### src/rtl/serial_io_master.sv
// serial_io_master: SPI-style master for the FPGA serial register bus (clk64 domain).
// Issues 40-bit frames {rw, addr[6:0], data[31:0]} MSB first on sclk/sen_n/sdi.
// Readback of sdo into rdata is included only when SERIAL_IO_MASTER_READBACK_EN
// is defined; otherwise every frame is a write and rdata reads as zero.
//
// state | meaning
// IDLE  | waiting for start, sen_n high, not busy
// SETUP | sen_n low, first bit on sdi, sclk low
// HIGH  | sclk high, slave samples sdi, master samples sdo
// LOW   | sclk low, next bit presented on sdi
// HOLD  | sclk low after the last rising edge, sen_n still low
// GAP   | sen_n high for the minimum deassert time, still busy
module serial_io_master #(
    parameter int unsigned CLK_DIV = 4
) (
    input  logic        clock,
    input  logic        reset,
    input  logic        start,
    input  logic        rw,
    input  logic [6:0]  addr,
    input  logic [31:0] wdata,
    output logic        busy,
    output logic        done,
    output logic [31:0] rdata,
    output logic        sclk,
    output logic        sen_n,
    output logic        sdi,
    input  logic        sdo
);

    typedef enum logic [2:0] {
        S_IDLE,
        S_SETUP,
        S_HIGH,
        S_LOW,
        S_HOLD,
        S_GAP
    } state_t;

    localparam logic [7:0] DIV_LOAD = 8'(CLK_DIV - 1);

    state_t      state;
    state_t      next_state;
    logic [7:0]  div_cnt;
    logic [5:0]  bit_cnt;
    logic [38:0] shift_reg;
    logic [39:0] frame_in;
    logic        accept;
    logic        tc;
    logic        busy_d;
    logic        done_d;
    logic        sclk_d;
    logic        sen_n_d;

    assign accept = start && (state == S_IDLE);
    assign tc     = (div_cnt == 8'd0);

    // State register.
    always_ff @(posedge clock) begin
        if (reset) begin
            state <= S_IDLE;
        end else begin
            state <= next_state;
        end
    end

    // Next-state: every non-idle state lasts one full divider period.
    always_comb begin
        next_state = state;
        case (state)
            S_IDLE:  if (start) next_state = S_SETUP;
            S_SETUP: if (tc) next_state = S_HIGH;
            S_HIGH:  if (tc) next_state = (bit_cnt == 6'd39) ? S_HOLD : S_LOW;
            S_LOW:   if (tc) next_state = S_HIGH;
            S_HOLD:  if (tc) next_state = S_GAP;
            S_GAP:   if (tc) next_state = S_IDLE;
            default: next_state = S_IDLE;
        endcase
    end

    // Output decode from the upcoming state so the bus pins can be registered.
    always_comb begin
        busy_d  = (next_state != S_IDLE);
        done_d  = (state == S_GAP) && (next_state == S_IDLE);
        sclk_d  = (next_state == S_HIGH);
        sen_n_d = !((next_state == S_SETUP) || (next_state == S_HIGH) ||
                    (next_state == S_LOW)   || (next_state == S_HOLD));
    end

    // Registered control outputs, glitch-free on the serial pins.
    always_ff @(posedge clock) begin
        if (reset) begin
            busy  <= 1'b0;
            done  <= 1'b0;
            sclk  <= 1'b0;
            sen_n <= 1'b1;
        end else begin
            busy  <= busy_d;
            done  <= done_d;
            sclk  <= sclk_d;
            sen_n <= sen_n_d;
        end
    end

    // Divider, bit counter and shifter; sdi acts as the top bit of the shifter.
    always_ff @(posedge clock) begin
        if (reset) begin
            div_cnt   <= DIV_LOAD;
            bit_cnt   <= '0;
            shift_reg <= '0;
            sdi       <= 1'b0;
        end else begin
            if ((state == S_IDLE) || (next_state != state)) begin
                div_cnt <= DIV_LOAD;
            end else begin
                div_cnt <= div_cnt - 8'd1;
            end

            if (accept) begin
                bit_cnt   <= '0;
                shift_reg <= frame_in[38:0];
                sdi       <= frame_in[39];
            end else if ((state == S_HIGH) && tc) begin
                bit_cnt <= bit_cnt + 6'd1;
                if (next_state == S_LOW) begin
                    shift_reg <= {shift_reg[37:0], 1'b0};
                    sdi       <= shift_reg[38];
                end
            end else if (next_state == S_GAP) begin
                sdi <= 1'b0;
            end
        end
    end

`ifdef SERIAL_IO_MASTER_READBACK_EN
    logic        rd_frame;
    logic [31:0] rd_shift;

    assign frame_in = rw ? {1'b1, addr, 32'h0000_0000} : {1'b0, addr, wdata};

    // Sample sdo in the first cycle of each data-bit high phase; publish at done.
    always_ff @(posedge clock) begin
        if (reset) begin
            rd_frame <= 1'b0;
            rd_shift <= '0;
            rdata    <= '0;
        end else begin
            if (accept) begin
                rd_frame <= rw;
            end
            if ((state == S_HIGH) && (div_cnt == DIV_LOAD) && (bit_cnt >= 6'd8)) begin
                rd_shift <= {rd_shift[30:0], sdo};
            end
            if (done_d && rd_frame) begin
                rdata <= rd_shift;
            end
        end
    end
`else
    logic unused_inputs;

    assign frame_in      = {1'b0, addr, wdata};
    assign rdata         = 32'h0000_0000;
    assign unused_inputs = rw ^ sdo;
`endif

endmodule

### config.mk
export PLATFORM = sky130hd
export DESIGN_NAME = serial_io_master
export DESIGN_NICKNAME = d
export VERILOG_FILES = /design/src/rtl/serial_io_master.sv
export SDC_FILE = /design/constraint.sdc
export NUM_CORES = 1
export LEC_CHECK = 0
export ABC_AREA = 1
export BUFFER_PORTS_ARGS = -buffer_cell sky130_fd_sc_hd__buf_2
export CAP_MARGIN = 20
export CORE_UTILIZATION = 48
export DETAILED_ROUTE_END_ITERATION = 7
export GPL_TIMING_DRIVEN = 0
export HOLD_SLACK_MARGIN = 0.02
export PLACE_DENSITY = 0.73
export SLEW_MARGIN = 40
export SYNTH_ARGS = -nofsm -noshare
export SYNTH_HDL_FRONTEND = slang
export SYNTH_SLANG_ARGS = --single-unit
export TNS_END_PERCENT = 100
### constraint.sdc
create_clock -name clock -period 1.5 [get_ports clock]
set_input_delay 0.225 -clock clock [delete_from_list [all_inputs] [get_ports clock]]
set_output_delay 0.225 -clock clock [all_outputs]
set_load 0.01 [all_outputs]
==> metrics.txt <==
Synth cell types=29; met3 routed WL=382 um; Syn Inst Count=471; worst reg2reg endpoint=div_cnt[6]; WP data required=1730 ps; clock sinks=61; Clock Pin Slew Worst Setup and Hold Paths=70 ps; wl on met1=3.19 mm; Initial Util=0.496; max-slew violation count=0; CP max stage delay=350 ps; placed wire-length estimate=4.63 mm; Reg power frac=0.425; initial antenna violation count=0; pwr dens=988 nW/um^2; total CTS buffers=9; die area=6850 um^2; DR pass1 iterations=4; WHS=110 ps; synth top area cells=dfxtp_1 (39%), nand2_1 (17%), nor2_1 (12%), buf_4 (7.7%), nand3_1 (7.5%); Final WS setup=-49.6 ps; Root Driver=clkbuf_8; Setup TNS=-418 ps; Die X=82.8 um; Gate power share=0.175; final worst path period need=1550 ps; std cell rows=29; clock tree buffer depth=2; Synthesis Warnings=0; residual DRC count=0; Synth top area share=0.390; CP endpoint=div_cnt[6]; ys async rst share=0; NetSw=1.10 mW; leak pwr=2.09 nW; fin nets=623; reg2reg start=div_cnt[3]; Largest register FFs=39; I/O Buffers=46; layout cells sized above 1=0.312; outcome=finished with violations; failing checks=negative setup slack; crit-path max FO=6; sequential-to-total area share from yosys stat=0.390; Syn Area/Cell=6.65 um^2; final wirelength=7.26 mm; Diodes inserted=0; final hold violations=0; Reg2Reg Depth=9; # fillers=542; Achievable Freq=645 MHz; worst slack, placed=-235 ps; H-tree depth=3; Mapped Area=3130 um^2; GR Overflow Total=0; routed wl met2=3.59 mm; R2R Setup Slk=-50 ps; Area Overhead vs Synth=35.2%; core box area=6310 um^2; top layer in use=met4; Final Setup Violations=21; cell taking the most area after synthesis=dfxtp_1; most frequent cell after synthesis=nand2_1; Worst Path Arrival=1780 ps; Critical Path Sink Type=register; Worst Skew=11.8 ps; clock latency on the worst-skew pair=340 ps; first-pass GRT wire length=11.8 mm; 1st-iter DRT viols=92; placed cell area=3580 um^2; largest net degree at the start of global routing=11; routed via count=3077; predominant post-synthesis flop cell=dfxtp_1; DR WL/cell=11.0 um; Top-Level Pins=81; Tot GR Track Use=0.231; HP Class=in2reg; CTS tree=done; #FFs+latches synth=61; Pint=3.08 mW; CP cell instances=nor2_4, nand2_4, buf_12, o21ai_2, nand2_1, o21ai_1, nor2_2, nand2_4, nor2_2; Vias/cell=4.68; CP Launch Type=register; Design Area, Final=4240 um^2; Clock Power Share=0.399; RSZ-0062 raised after global routing=yes; commonest cells in the netlist=nand2_1 (143), nor2_1 (101), dfxtp_1 (61); final period utilization=1.03; switching part of the total=0.264; Die H=82.8 um; vias in the first global route=2810; slowest stage cell, crit path=dfxtp_2; Post-synth EDFFs=0; kind of critical path=reg2reg; antenna-violating nets left=0; GP Congestion=0.900; Max-cap violations=0; hold_buf cts=0; VDD IR max=0.732 mV; Layout Utilization=0.671; Setup crit start=div_cnt[3]
routing by layer:
| layer | GRT usage | vias to the layer above |
|---|---|---|
| met3 | 0.0557 | 11 |
| met4 | 0.121 | 0 |
| met1 | 0.259 | 1371 |
| li1 | - | 1616 |
| met2 | 0.404 | 79 |
| met5 | 0 | - |
layout make-up:
cell class              count  area (um^2)  area share
plain buffers              52          413      0.0975
inverters                  22         82.6      0.0195
clock inverters             4         70.1      0.0165
clock buffers              12          155      0.0366
well taps                  77         96.3      0.0227
multi-input cells         368         1790       0.423
repair buffers             62          394      0.0930
flip-flops and latches     61         1230       0.291
worst max-delay path, delay by kind of cell, from the launching register on:
kind	cells	cell delay (ps)
flops	1	350
buf+inv	1	140
compound gates	2	370
simple gates	6	600
worst min-delay path by stage:
| stage | startpoint | to | cells after the start |
|---|---|---|---|
| 2_1_floorplan | reset | sclk | 1 |
| 3_3_place_gp | div_cnt[0] | div_cnt[0] | 1 |
| 3_5_place_dp | div_cnt[0] | div_cnt[0] | 1 |
| 4_1_cts | reset | state[1] | 2 |
| 5_1_grt | reset | sclk | 2 |
| 6_report | reset | state[1] | 2 |
power groups by stage:
stage | Sequential [mW] | Clock, mW | Combinational (mW)
2_1_floorplan | 1.80 | 0 | 0.473
3_3_place_gp | 1.81 | 0 | 0.607
3_5_place_dp | 1.81 | 0 | 0.617
4_1_cts | 1.78 | 1.70 | 0.699
5_1_grt | 1.79 | 1.77 | 0.840
6_report | 1.78 | 1.67 | 0.734
logic make-up after synthesis:
family          synth area share
flops                      0.390
simple gates               0.411
fa+ha+maj                 0.0120
xor+xnor                  0.0168
other cells              0.00120
buf+inv                    0.141
compound gates            0.0292
what timing repair did:
action / in CTS / in global routing
cloned: 6 / 0
buffers inserted: 8 / 3
pin swaps: 7 / 7
resized for setup: 52 / 42
endpoints found under the hold margin: 0 / 0
endpoints found under the setup margin: 54 / 57
layout by cell type, fill, tap and decap left out, types with 2 or more instances in the layout:
cell	instances
nand2_1	137
nor2_1	87
dfxtp_1	52
buf_2	47
buf_4	46
nand3_1	40
conb_1	32
inv_1	17
clkbuf_8	11
nor2_2	10
dfxtp_2	8
nand3_2	7
buf_6	7
nor2_4	6
a21oi_1	6
nand2_2	5
clkbuf_1	5
inv_2	4
nand2_4	4
nand4_1	4
o21ai_0	4
buf_8	4
xor2_1	3
o21ai_1	3
xnor2_1	3
nor3_4	2
clkbuf_4	2
clkbuf_2	2
nor3_1	2
clkinv_2	2
bufinv_16	2
metrics by stage:
stage	std cells	power (mW)
floorplan	502	2.28
global placement	625	2.42
detailed placement	625	2.43
CTS	655	4.18
global route	658	4.41
finish	658	4.19
No activity file was read; power rests on OpenSTA's default activity.
